File: src/rtl/mm_port_arbiter.sv
// mm_port_arbiter
// Round-robin arbiter that lets NUM_REQ on-chip requesters share one Avalon
// read master and one Avalon write master. One single-word transaction is in
// flight at a time. The block sequences the master go/buffer handshakes and
// returns read data to the requester together with a one-cycle done pulse.
module mm_port_arbiter #(
    parameter int NUM_REQ        = 2,
    parameter int ADDRESSWIDTH   = 28,
    parameter int DATAWIDTH      = 32,
    parameter int TIMEOUT_CYCLES = 1024
) (
    input  logic                            clk,
    input  logic                            reset,
    input  logic [NUM_REQ-1:0]              req_valid,
    input  logic [NUM_REQ-1:0]              req_write,
    input  logic [NUM_REQ*ADDRESSWIDTH-1:0] req_address,
    input  logic [NUM_REQ*DATAWIDTH-1:0]    req_wdata,
    output logic [NUM_REQ-1:0]              req_grant,
    output logic [NUM_REQ-1:0]              req_done,
    output logic                            req_error,
    output logic [DATAWIDTH-1:0]            req_rdata,
    output logic                            busy,
    output logic                            write_control_fixed_location,
    output logic [ADDRESSWIDTH-1:0]         write_control_write_base,
    output logic [ADDRESSWIDTH-1:0]         write_control_write_length,
    output logic                            write_control_go,
    input  logic                            write_control_done,
    output logic                            write_user_write_buffer,
    output logic [DATAWIDTH-1:0]            write_user_buffer_data,
    input  logic                            write_user_buffer_full,
    output logic                            read_control_fixed_location,
    output logic [ADDRESSWIDTH-1:0]         read_control_read_base,
    output logic [ADDRESSWIDTH-1:0]         read_control_read_length,
    output logic                            read_control_go,
    input  logic                            read_control_done,
    output logic                            read_user_read_buffer,
    input  logic [DATAWIDTH-1:0]            read_user_buffer_output_data,
    input  logic                            read_user_data_available
);

    localparam int IW = (NUM_REQ > 1) ? $clog2(NUM_REQ) : 1;
    localparam int CW = $clog2(TIMEOUT_CYCLES + 1);
    // Pointer starts at the last requester so requester 0 wins first after reset.
    localparam logic [IW-1:0] PTR_INIT = IW'(NUM_REQ - 1);

    typedef enum logic [2:0] {
        IDLE,
        WR_GO,
        WR_WAIT,
        RD_GO,
        RD_WAIT,
        RD_ACK,
        RESP
    } state_t;

    state_t                  state, state_nxt;
    logic [IW-1:0]           ptr;
    logic [IW-1:0]           idx;
    logic [IW-1:0]           win;
    logic [IW-1:0]           cand_w;
    logic                    win_found;
    int                      cand;
    logic [ADDRESSWIDTH-1:0] addr_q;
    logic [DATAWIDTH-1:0]    wdata_q;
    logic [DATAWIDTH-1:0]    rdata_q;
    logic [CW-1:0]           cnt;
    logic                    err_q;
    logic                    wait_ok;
    logic                    timeout_hit;

    // Round-robin search: first valid requester starting just after the pointer.
    always_comb begin
        win       = '0;
        win_found = 1'b0;
        cand      = 0;
        cand_w    = '0;
        for (int i = 1; i <= NUM_REQ; i++) begin
            cand = int'(ptr) + i;
            if (cand >= NUM_REQ) cand = cand - NUM_REQ;
            cand_w = IW'(cand);
            if (!win_found && req_valid[cand_w]) begin
                win       = cand_w;
                win_found = 1'b1;
            end
        end
    end

    // Completion and timeout qualifiers; a zero count marks the first wait
    // cycle, where a done still held from the previous transfer is ignored.
    always_comb begin
        wait_ok     = 1'b0;
        timeout_hit = (cnt == CW'(TIMEOUT_CYCLES - 1));
        if (state == WR_WAIT)
            wait_ok = (cnt != '0) && write_control_done;
        else if (state == RD_WAIT)
            wait_ok = (cnt != '0) && read_control_done && read_user_data_available;
    end

    // State register.
    always_ff @(posedge clk or negedge reset) begin
        if (!reset) state <= IDLE;
        else        state <= state_nxt;
    end

    // Next-state logic and handshake strobes.
    always_comb begin
        state_nxt               = state;
        write_control_go        = 1'b0;
        write_user_write_buffer = 1'b0;
        read_control_go         = 1'b0;
        read_user_read_buffer   = 1'b0;
        req_grant               = '0;
        req_done                = '0;
        req_error               = 1'b0;
        if (state != IDLE) req_grant[idx] = 1'b1;
        case (state)
            IDLE: begin
                if (win_found) state_nxt = req_write[win] ? WR_GO : RD_GO;
            end
            WR_GO: begin
                if (!write_user_buffer_full) begin
                    write_control_go        = 1'b1;
                    write_user_write_buffer = 1'b1;
                    state_nxt               = WR_WAIT;
                end
            end
            RD_GO: begin
                read_control_go = 1'b1;
                state_nxt       = RD_WAIT;
            end
            WR_WAIT: begin
                if (wait_ok || timeout_hit) state_nxt = RESP;
            end
            RD_WAIT: begin
                if (wait_ok)          state_nxt = RD_ACK;
                else if (timeout_hit) state_nxt = RESP;
            end
            RD_ACK: begin
                read_user_read_buffer = 1'b1;
                state_nxt             = RESP;
            end
            RESP: begin
                req_done[idx] = 1'b1;
                req_error     = err_q;
                state_nxt     = IDLE;
            end
            default: state_nxt = IDLE;
        endcase
    end

    // Latch the winning requester and its transaction on accept.
    always_ff @(posedge clk or negedge reset) begin
        if (!reset) begin
            idx     <= '0;
            ptr     <= PTR_INIT;
            addr_q  <= '0;
            wdata_q <= '0;
        end else if (state == IDLE && win_found) begin
            idx     <= win;
            ptr     <= win;
            addr_q  <= req_address[win*ADDRESSWIDTH +: ADDRESSWIDTH];
            wdata_q <= req_wdata[win*DATAWIDTH +: DATAWIDTH];
        end
    end

    // Wait-state cycle counter and sticky timeout flag for the response.
    always_ff @(posedge clk or negedge reset) begin
        if (!reset) begin
            cnt   <= '0;
            err_q <= 1'b0;
        end else if (state == WR_GO || state == RD_GO) begin
            cnt <= '0;
        end else if (state == WR_WAIT || state == RD_WAIT) begin
            cnt <= cnt + CW'(1);
            if (timeout_hit && !wait_ok) err_q <= 1'b1;
        end else if (state == IDLE) begin
            err_q <= 1'b0;
        end
    end

    // Capture read data while popping the read FIFO; held until the next read.
    always_ff @(posedge clk or negedge reset) begin
        if (!reset)                rdata_q <= '0;
        else if (state == RD_ACK)  rdata_q <= read_user_buffer_output_data;
    end

    assign busy                         = (state != IDLE);
    assign req_rdata                    = rdata_q;
    assign write_control_fixed_location = 1'b1;
    assign read_control_fixed_location  = 1'b1;
    assign write_control_write_base     = addr_q;
    assign read_control_read_base       = addr_q;
    assign write_control_write_length   = ADDRESSWIDTH'(DATAWIDTH / 8);
    assign read_control_read_length     = ADDRESSWIDTH'(DATAWIDTH / 8);
    assign write_user_buffer_data       = wdata_q;

endmodule

File: config.mk
export PLATFORM = sky130hd
export DESIGN_NAME = mm_port_arbiter
export DESIGN_NICKNAME = d
export VERILOG_FILES = /design/src/rtl/mm_port_arbiter.sv
export SDC_FILE = /design/constraint.sdc
export NUM_CORES = 1
export LEC_CHECK = 0
export CAP_MARGIN = 20
export CORE_AREA = 2 2 136 138
export DETAILED_ROUTE_END_ITERATION = 16
export DIE_AREA = 0 0 138 140
export GPL_ROUTABILITY_DRIVEN = 0
export PLACE_DENSITY = 0.71
export SYNTH_ARGS = -nofsm -noshare
export SYNTH_HDL_FRONTEND = slang
export SYNTH_SLANG_ARGS = --single-unit
File: constraint.sdc
create_clock -name clk -period 2.9 [get_ports clk]
set_input_delay 0.29 -clock clk [delete_from_list [all_inputs] [get_ports clk]]
set_output_delay 0.29 -clock clk [all_outputs]
set_load 0.005 [all_outputs]
==> out/metrics.yaml, run 1 <==
status:
  outcome: "completed"
global_routing:
  grt_start_max_net_pins: 49
  grt_pass1_vias: 4685
  grt_use_total_pct: 17.2
  grt_overflow: 0
  antenna_found_initial: 1
  grt_pass1_wl_mm: 26.4
placement:
  dp_cells: 1079
  port_buffers: 291
  dp_slack_ps: 726
  postPlaceCellArea_um2: 8470
  dp_hpwl_mm: 13.1
floorplan:
  initial_utilization_pct: 31.9
  io_pins: 350
  core_um2: 17800
  die_area_um2: 19300
  die-width_um: 138
  fp-row-count: 49
  die_y_um: 140
synth:
  syn-instance-count: 605
  synth.area.top_cells: "dfrtp_1 (48%), buf_4 (12%), mux2i_1 (11%)"
  synthesis.area_um2: 5680
  synth_edf_count: 0
  ys_types: 41
  synthArstFlopShare_pct: 100
  synth.avg_cell_area_um2: 9.39
  seq_area_frac_synth_pct: 48.1
  ys_seq_elements: 109
  synth_top_area_share_pct: 47.6
  yosysWarnings: 0
  synthFlopType: "dfrtp_1"
  synth_top_cell_by_area: "dfrtp_1"
setup_path:
  startpoint_type: "register"
  critPathSlowestCell: "clkdlybuf4s50_1"
  crit_arrival_ps: 2110
  cpPeakStageDelay_ps: 530
  reg2reg_depth: 6
  r2r_start: "state[1]$_DFFE_PN0P_"
  cp_max_fo: 8
  path_cells: "nor2b_1, and2_1, clkdlybuf4s50_1"
  regToRegSetupSlack_ps: 830
  required_ps: 2610
  crit_start: "state[0]$_DFFE_PN0P_"
  worstSetupPathType: "reg -> out"
  critPathCaptureType: "output port"
timing:
  hold_viol_final: 0
  tns_ps: 0
  min_period_over_period_pct: 82.6
  whs_ps: 465
  fin_worst_skew_ps: 7.21
  setup_viol: 0
  fin_crit_ps: 2400
  rsz0062_at_grt: "no"
  slew_violations: 0
  max_freq_mhz: 417
  max-slew-margin-rel_pct: 55.1
  setup_slack_ps: 504
  worstMarginPinSlew_ps: 672
final_layout:
  fin_area_um2: 8750
  instances_no_fill: 1096
  drive_gt1_share_pct: 4.85
  fillers: 1703
  synthToLayoutAreaGrowth_pct: 54.1
  final_nets: 1027
power_and_ir_drop:
  seqPwrFrac_pct: 34.8
  max-vdd-ir-drop_mv: 0.401
  power.switching_mw: 2.74
  combPwrFrac_pct: 50.7
  clockPowerShare_pct: 14.5
  internal_power_mw: 5.20
  leakage_nw: 3.83
  sw_frac_of_total_pct: 34.5
  p_per_area_nw_per_um2: 908
drt:
  route.detailed.drc: 0
  postRouteAntennaNets: 0
  wl_per_cell_um: 15.3
  viasPerCell: 4.38
  vias: 4795
  drt-total-wl_mm: 16.8
  drt_iter0_drc: 211
  firstDrtPassIters: 5
clocking:
  cts.sinks: 109
  cts_max_path_buffers: 2
  post_cts_buffers: 0
  cts_max_level: 3
  numCtsBuffers: 9
  cts_root_buffer: "clkbuf_16"
  clk_latency_ps: 340
  cts_tree: "built"
  clkTransAtPathRegs_ps: 70
job:
  cap_violations: 0
worst_hold_path:
  hold_path_depth: 3
  hp-start: "read_user_buffer_output_data[23]"
  hp-class: "in -> reg"
per-layer routing:
metal / track usage (%) / vias to the layer above / share of wire (%)
li1: - / 2353 / -
met1: 21.0 / 2225 / 41
met2: 29.0 / 202 / 50
met3: 5.23 / 15 / 7.3
met4: 5.96 / 0 / 1.5
met5: 0 / - / 0
stage by stage:
stage,power (mW),utilization (%)
5_1_grt,8.57,49.2
2_1_floorplan,4.62,-
6_report,7.95,49.2
3_5_place_dp,6.88,47.6
4_1_cts,8.08,49.2
3_3_place_gp,6.81,47.6
cell type report:
class                           instances  area [um2]  share of cell area [%]
Sequential cell                       109        2730                    31.2
Inverter                                7        26.3                   0.300
Tap cell                              229         287                    3.27
Clock inverter                          4        25.0                   0.286
Clock buffer                           11         243                    2.77
Antenna cell                            1        2.50                  0.0286
Timing Repair Buffer                  307        3100                    35.4
Multi-Input combinational cell        428        2340                    26.8
power by group through the flow:
stage	clock network [mW]	logic [mW]	registers [mW]
finish	1.15	4.02	2.77
global route	1.25	4.45	2.87
CTS	1.20	4.10	2.78
detailed placement	0	4.09	2.79
global placement	0	4.02	2.78
floorplan	0	1.89	2.73
worst paths after layout:
path                                                     endpoint
hold / removal                          req_rdata[23]$_DFFE_PN0P_
hold reg to reg                         req_rdata[12]$_DFFE_PN0P_
min in group asynchronous   read_control_read_base[3]$_DFFE_PN0P_
setup / recovery                                  read_control_go
max in group asynchronous                         ptr$_DFFE_PN1P_
setup reg to reg           read_control_read_base[16]$_DFFE_PN0P_
placed cells by master (no fill, tap or decap), types with 2 or more instances in the layout:
cell type        count
conb_1              58
clkinv_2             2
and3_1               2
dfrtp_1            108
clkinvlp_4           2
nor2b_1              2
xor2_1               5
and3_4               2
nand3b_1             2
ha_1                 3
nand2_1            112
o31ai_1              3
inv_1                7
nand2b_1             3
buf_4               11
nor2_1              73
nand3_1              7
nand4_1              5
o21ai_0              4
clkdlybuf4s50_1    290
buf_12               5
mux2i_1             63
and2_1               2
a21oi_1             63
clkbuf_16            9
state kept, by name, summed over array words and instances (netlist names):
name and count:
cnt 11, err_q 1, read_control_read_base 28, ptr 1, req_rdata 32, state 3, write_user_buffer_data 32, idx 1
repair_timing:
action                                 in CTS  in global routing
hold buffers                                1                  0
gates resized for setup                     0                  0
endpoints found under the hold margin      42                  0
kinds of logic (layout without fill, tap and decap cells):
kind of cell / Yosys count / count (layout) / share of synthesized area (%)
AND/OR/NAND/NOR: 218 / 218 / 16.2
other: 2 / 59 / 0.132
multiplexers: 63 / 63 / 11.1
AO/OA/AOI/OAI: 80 / 80 / 8.26
adder cells (fa/ha/maj): 3 / 3 / 0.661
flip-flops: 109 / 109 / 48.1
XOR/XNOR: 6 / 6 / 0.926
buffers and inverters: 124 / 329 / 14.7
critical path, delay by kind of cell, from the launching register on:
family,cells,cell delay (ps)
buffers and inverters,1,530
DFF,1,520
and+or+nand+nor,2,720
synthesized netlist by cell type (2+ instances only):
master / n
nand2_1: 112
dfrtp_1: 108
buf_4: 91
nor2_1: 74
a21oi_1: 63
mux2i_1: 63
buf_2: 21
inv_1: 7
nand3_1: 7
clkbuf_1: 5
nand4_1: 5
xor2_1: 5
o21ai_0: 4
ha_1: 3
nand2b_1: 3
o31ai_1: 3
and2_1: 2
and3_1: 2
and3_4: 2
conb_1: 2
nand3b_1: 2
nor2b_1: 2
No activity file was read; power rests on OpenSTA's default activity.
==> run 2, diff against run 1 <==
- CORE_AREA: 2 2 136 138 -> 2 2 137 139
- DIE_AREA: 0 0 138 140 -> 0 0 139 141
- PLACE_DENSITY: 0.71 -> 0.73
- clock period: 2.9 -> 2.02 ns (I/O delays scaled with it)
==> out/metrics.yaml, run 2 (synthesis results as in run 1) <==
global_routing:
  grt_pass1_wl_mm: 26.7  # was 26.4 mm
  grt_overflow: 0  # unchanged
  antenna_found_initial: 0  # was 1
  grt_pass1_vias: 4882  # was 4685
  grt_use_met3_pct: 4.96  # was 5.23%
  grt_use_total_pct: 17.1  # was 17.2%
  use_met2_pct: 28.6  # was 29.0%
  use_met1_pct: 21.7  # was 21.0%
  busiest_layer: "met2"  # unchanged
  grt_start_max_net_pins: 41  # was 49
timing:
  max-slew-margin-rel_pct: 59.2  # was 55.1%
  fin_crit_ps: 1940
  max_freq_mhz: 516
  setup_viol: 0  # unchanged
  fin_worst_skew_ps: 10.1  # was 7.21 ps
  rsz0062_at_grt: "no"  # unchanged
  tns_ps: 0  # unchanged
  hold_viol_final: 0  # unchanged
  worstMarginPinSlew_ps: 611  # was 672 ps
  min_period_over_period_pct: 96.0
  setup_slack_ps: 80.8  # was 504 ps
  slew_violations: 0  # unchanged
final_layout:
  final_nets: 1045  # was 1027
  diodes: 0  # was 1
  postLayoutCoreUtil_pct: 49.2  # about the same
  fillers: 1724  # was 1703
  synthToLayoutAreaGrowth_pct: 58.4  # was 54.1%
  drive_gt1_share_pct: 7.91  # was 4.85%
  instances_no_fill: 1119  # was 1096
  fin_area_um2: 8990  # was 8750 um2
  mostFrequentLayoutCells: "clkdlybuf4s50_1 (286), nand2_1 (111), dfrtp_1 (105), nor2_1 (73)"  # was clkdlybuf4s50_1 (290), nand2_1 (112), dfrtp_1 (108), nor2_1 (73)
  final_common_cell: "clkdlybuf4s50_1"  # unchanged
setup_path:
  required_ps: 1820  # was 2610 ps
  crit_start: "state[2]$_DFFE_PN0P_"  # was state[0]$_DFFE_PN0P_
  critPathCaptureType: "output port"  # unchanged
  cpPeakStageDelay_ps: 470  # was 530 ps
  reg2reg_to: "cnt[9]$_DFFE_PN0P_"  # was read_control_read_base[16]$_DFFE_PN0P_
  cp_max_fo: 6  # was 8
  crit_arrival_ps: 1740  # was 2110 ps
  cp.depth: 4  # was 3
  critPathSlowestCell: "dfrtp_2"  # was clkdlybuf4s50_1
  critPathBufInv: 2  # was 1
  cp_top_family: "buffers and inverters"  # was simple AND/OR/NAND/NOR gates
  worstSetupPathType: "reg -> out"  # unchanged
  path_cells: "nor3_4, inv_2, and2_1, clkdlybuf4s50_1"  # was nor2b_1, and2_1, clkdlybuf4s50_1
  reg2reg_depth: 6  # unchanged
  r2r_start: "state[1]$_DFFE_PN0P_"  # unchanged
  regToRegSetupSlack_ps: 140  # was 830 ps
  worstSetupEndpoint: "req_grant[1]"  # was read_control_go
  startpoint_type: "register"  # unchanged
clocking:
  clk_latency_ps: 360  # was 340 ps
  clkTransAtPathRegs_ps: 80  # was 70 ps
  cts.sinks: 109  # unchanged
  cts_tree: "built"  # unchanged
  numCtsBuffers: 9  # unchanged
  cts_root_buffer: "clkbuf_16"  # unchanged
  cts_max_path_buffers: 2  # unchanged
  cts_max_level: 3  # unchanged
floorplan:
  die_y_um: 141  # was 140 um
  initial_utilization_pct: 31.1  # was 31.9%
  core_um2: 18300  # was 17800 um2
  die-width_um: 139  # was 138 um
  fp-row-count: 50  # was 49
  io_pins: 350  # unchanged
  die_area_um2: 19600  # was 19300 um2
power_and_ir_drop:
  sw_frac_of_total_pct: 34.9  # was 34.5%
  clockPowerShare_pct: 15.3  # was 14.5%
  max-vdd-ir-drop_mv: 0.709  # was 0.401 mV
  combPwrFrac_pct: 51.5  # was 50.7%
  p_per_area_nw_per_um2: 1320  # was 908 nW/um2
  leakage_nw: 4.02  # was 3.83 nW
  internal_power_mw: 7.72  # was 5.20 mW
  seqPwrFrac_pct: 33.2  # was 34.8%
  power.switching_mw: 4.13  # was 2.74 mW
drt:
  postRouteAntennaNets: 0  # unchanged
  drt-total-wl_mm: 17.1  # was 16.8 mm
  viasPerCell: 4.38  # about the same
  wl_per_cell_um: 15.3  # about the same
  vias: 4903  # was 4795
  route.detailed.drc: 0  # unchanged
  drt_iter0_drc: 154  # was 211
  firstDrtPassIters: 6  # was 5
placement:
  dp_hpwl_mm: 13.1  # about the same
  port_buffers: 291  # unchanged
  dp_slack_ps: 142  # was 726 ps
  postPlaceCellArea_um2: 8600  # was 8470 um2
  dp_cells: 1095  # was 1079
status:
  outcome: "completed"  # unchanged
job:
  cap_violations: 0  # unchanged
worst_hold_path:
  hp-class: "in -> reg"  # unchanged
[run 2: worst min path at each step]
stage / from / endpoint / slack (ps) / depth (start not counted)
floorplan: reset / cnt[0]$_DFFE_PN0P_ / -90 / 0
global route: read_user_buffer_output_data[13] / req_rdata[13]$_DFFE_PN0P_ / 340 / 3
CTS: read_user_buffer_output_data[22] / req_rdata[22]$_DFFE_PN0P_ / 340 / 3
detailed placement: reset / read_control_read_base[3]$_DFFE_PN0P_ / 260 / 1
finish: read_user_buffer_output_data[28] / req_rdata[28]$_DFFE_PN0P_ / 360 / 3
global placement: reset / read_control_read_base[0]$_DFFE_PN0P_ / 250 / 1
[run 2: metal layers]
layer | up-vias | share of wire (%)
li1 | 2398 | -
met1 | 2299 | 43
met2 | 192 | 48
met3 | 14 | 7.3
met4 | 0 | 1.0
met5 | - | 0
[run 2: through the flow]
stage / power (mW) / hold WS, ps
5_1_grt: 12.7 / 344
3_3_place_gp: 9.85 / 251
4_1_cts: 11.9 / 344
2_1_floorplan: 6.63 / -93.6
6_report: 11.9 / 363
3_5_place_dp: 9.98 / 261
[run 2: layout make-up]
| cell class | count | area [um2] | area share [%] |
|---|---|---|---|
| clock inverters | 6 | 58.8 | 0.654 |
| inverters | 7 | 26.3 | 0.292 |
| multi-input cells | 428 | 2370 | 26.4 |
| flip-flops and latches | 109 | 2730 | 30.4 |
| clock buffers | 10 | 239 | 2.66 |
| repair buffers | 325 | 3270 | 36.4 |
| well taps | 234 | 293 | 3.25 |
[run 2: worst min-delay path, stage by stage]
cell and delay, ps:
clkdlybuf4s50_1 390, nand2_1 50, nand2_1 40
[run 2: power by group through the flow]
stage | sequential [mW] | clock [mW] | combinational, mW
after CTS | 3.95 | 1.87 | 6.12
after global placement | 3.95 | 0 | 5.90
after global routing | 4.09 | 1.96 | 6.69
final | 3.94 | 1.81 | 6.10
after detailed placement | 3.98 | 0 | 6.00
after floorplan | 3.92 | 0 | 2.71
[run 2: timing repair]
item                                    4_1_cts  5_1_grt
hold buffers                                  1        0
gates resized for setup                       8        7
endpoints found under the setup margin        7        5
pin swaps                                     0        2
setup buffers                                 4        3
endpoints found under the hold margin        35        0
==> run 3, diff against run 2 <==
- PLACE_DENSITY: 0.73 -> 0.7
- clock period: 2.02 -> 1.9 ns (I/O delays scaled with it)
==> out/metrics.yaml, run 3 (synthesis results as in run 1) <==
drt:
  drt_iter0_drc: 147  # was 154
  route.detailed.drc: 0  # unchanged
  wl_per_cell_um: 15.3  # about the same
  vias: 4928  # was 4903
  firstDrtPassIters: 4  # was 6
  drt-total-wl_mm: 17.1  # about the same
  postRouteAntennaNets: 0  # unchanged
  viasPerCell: 4.39  # was 4.38
floorplan:
  fp-row-count: 50  # unchanged
  die_area_um2: 19600  # unchanged
  io_pins: 350  # unchanged
  initial_utilization_pct: 31.1  # unchanged
  die-width_um: 139  # unchanged
  die_y_um: 141  # unchanged
  core_um2: 18300  # unchanged
placement:
  dp_cells: 1095  # unchanged
  postPlaceCellArea_um2: 8550  # was 8600 um2
  dp_slack_ps: 70.3  # was 142 ps
  dp_hpwl_mm: 12.6  # was 13.1 mm
  port_buffers: 291  # unchanged
worst_hold_path:
  hold_path_depth: 3  # unchanged
  hp-class: "in -> reg"  # unchanged
  hold-path-endpoint: "req_rdata[15]$_DFFE_PN0P_"  # was req_rdata[28]$_DFFE_PN0P_
  hp-start: "read_user_buffer_output_data[15]"  # was read_user_buffer_output_data[28]
clocking:
  clkTransAtPathRegs_ps: 80  # about the same
  numCtsBuffers: 9  # unchanged
  cts_max_path_buffers: 2  # unchanged
  cts_max_level: 3  # unchanged
  clk_latency_ps: 350  # was 360 ps
  cts_tree: "built"  # unchanged
  cts_root_buffer: "clkbuf_16"  # unchanged
  cts.sinks: 109  # unchanged
timing:
  worstMarginPinSlew_ps: 607  # was 611 ps
  min_period_over_period_pct: 99.5
  max_freq_mhz: 529
  setup_slack_ps: 9.97  # was 80.8 ps
  rsz0062_at_grt: "yes"  # was no
  max-slew-margin-rel_pct: 59.5  # was 59.2%
  setup_viol: 0  # unchanged
  slew_violations: 0  # unchanged
  fin_worst_skew_ps: 7.11  # was 10.1 ps
  fin_crit_ps: 1890
  hold_viol_final: 0  # unchanged
power_and_ir_drop:
  internal_power_mw: 8.15  # was 7.72 mW
  p_total_mw: 12.5  # was 11.9 mW
  clockPowerShare_pct: 14.6  # was 15.3%
  combPwrFrac_pct: 51.8  # was 51.5%
  leakage_nw: 4.04  # was 4.02 nW
  power.switching_mw: 4.32  # was 4.13 mW
  p_per_area_nw_per_um2: 1390  # was 1320 nW/um2
  sw_frac_of_total_pct: 34.7  # was 34.9%
  max-vdd-ir-drop_mv: 0.620  # was 0.709 mV
  seqPwrFrac_pct: 33.6  # was 33.2%
global_routing:
  grt_start_max_net_pins: 110  # was 41
  grt_use_total_pct: 16.6  # was 17.1%
  antenna_found_initial: 0  # unchanged
  grt_overflow: 0  # unchanged
  grt_pass1_vias: 4744  # was 4882
  grt_pass1_wl_mm: 25.9  # was 26.7 mm
final_layout:
  mostFrequentLayoutCells: "clkdlybuf4s50_1 (281), nand2_1 (112), dfrtp_1 (105), nor2_1 (73)"  # was clkdlybuf4s50_1 (286), nand2_1 (111), dfrtp_1 (105), nor2_1 (73)
  final_nets: 1048  # was 1045
  synthToLayoutAreaGrowth_pct: 58.5  # was 58.4%
  final_common_cell: "clkdlybuf4s50_1"  # unchanged
  drive_gt1_share_pct: 8.22  # was 7.91%
  fin_area_um2: 9000  # was 8990 um2
  diodes: 0  # unchanged
  instances_no_fill: 1122  # was 1119
setup_path:
  crit_arrival_ps: 1700  # was 1740 ps
  cpPeakStageDelay_ps: 480  # was 470 ps
  path_cells: "nor3_4, buf_4, nor2_1, clkdlybuf4s50_1"  # was nor3_4, inv_2, and2_1, clkdlybuf4s50_1
  r2r_start: "state[2]$_DFFE_PN0P_"  # was state[1]$_DFFE_PN0P_
  regToRegSetupSlack_ps: 40  # was 140 ps
  startpoint_type: "register"  # unchanged
  required_ps: 1710  # was 1820 ps
  worstSetupPathType: "reg -> out"  # unchanged
  cp_max_fo: 4  # was 6
  critPathCaptureType: "output port"  # unchanged
  reg2reg_to: "state[1]$_DFFE_PN0P_"  # was cnt[9]$_DFFE_PN0P_
  reg2reg_depth: 8  # was 6
  critPathSlowestCell: "clkdlybuf4s50_1"  # was dfrtp_2
job:
  cap_violations: 0  # unchanged
status:
  outcome: "completed"  # unchanged
[run 3: changes by cell type in the layout (fill, tap and decap cells not counted), moves of 3 or more]
cell and delta:
clkdlybuf4s50_1 -5, buf_6 +4, buf_12 -3, clkinv_4 +3, inv_8 -3
[run 3: final cells by class]
cell class / count / area, um2
clock buffers: 12 / 246
fillers: 1705 / 9270
clock inverters: 4 / 33.8
inverters: 7 / 26.3
well taps: 234 / 293
multi-input cells: 428 / 2390
repair buffers: 328 / 3280
flip-flops and latches: 109 / 2730
[run 3: worst max-delay path by stage]
stage	start	endpoint	slack, ps	depth (start not counted)
after global routing	state[0]$_DFFE_PN0P_	req_grant[0]	-60	4
after detailed placement	req_valid[1]	write_user_buffer_data[24]$_DFFE_PN0P_	70	6
final	state[0]$_DFFE_PN0P_	req_grant[0]	10	4
after floorplan	cnt[0]$_DFFE_PN0P_	state[1]$_DFFE_PN0P_	190	5
after global placement	req_valid[1]	write_user_buffer_data[0]$_DFFE_PN0P_	90	6
after CTS	state[0]$_DFFE_PN0P_	req_grant[0]	-0.6	4
[run 3: metal layers]
layer / wire length [um] / track usage (%) / vias to the layer above / share of wire [%]
met5: 0 / 0 / - / 0
met4: 187 / 4.15 / 0 / 1.1
met3: 1380 / 5.16 / 15 / 8.0
met2: 8380 / 27.8 / 201 / 49
met1: 7190 / 21.1 / 2311 / 42
li1: - / - / 2401 / -
[run 3: critical path: cells and delay by family, from the launching register on]
family	cells	cell delay, ps
buffers and inverters	2	650
DFF	1	460
and+or+nand+nor	2	250
[run 3: through the flow]
stage	util, %	hold WS (ps)	setup TNS (ps)
6_report	49.3	364	0
5_1_grt	49.3	362	-119
4_1_cts	48.6	347	-0.563
3_5_place_dp	46.8	328	0
3_3_place_gp	46.8	319	0
2_1_floorplan	-	-106	0
[run 3: power groups by stage]
stage	sequential (mW)	clock, mW	combinational, mW
finish	4.19	1.82	6.46
global route	4.34	1.98	7.07
CTS	4.18	1.90	6.41
detailed placement	4.21	0	6.30
global placement	4.19	0	6.19
floorplan	4.17	0	2.88
[run 3: repair_timing]
action / 4_1_cts / 5_1_grt
hold buffers: 1 / 0
pin swaps: 0 / 4
endpoints found under the setup margin: 10 / 12
setup buffers: 4 / 6
resized for setup: 12 / 15
endpoints found under the hold margin: 108 / 0
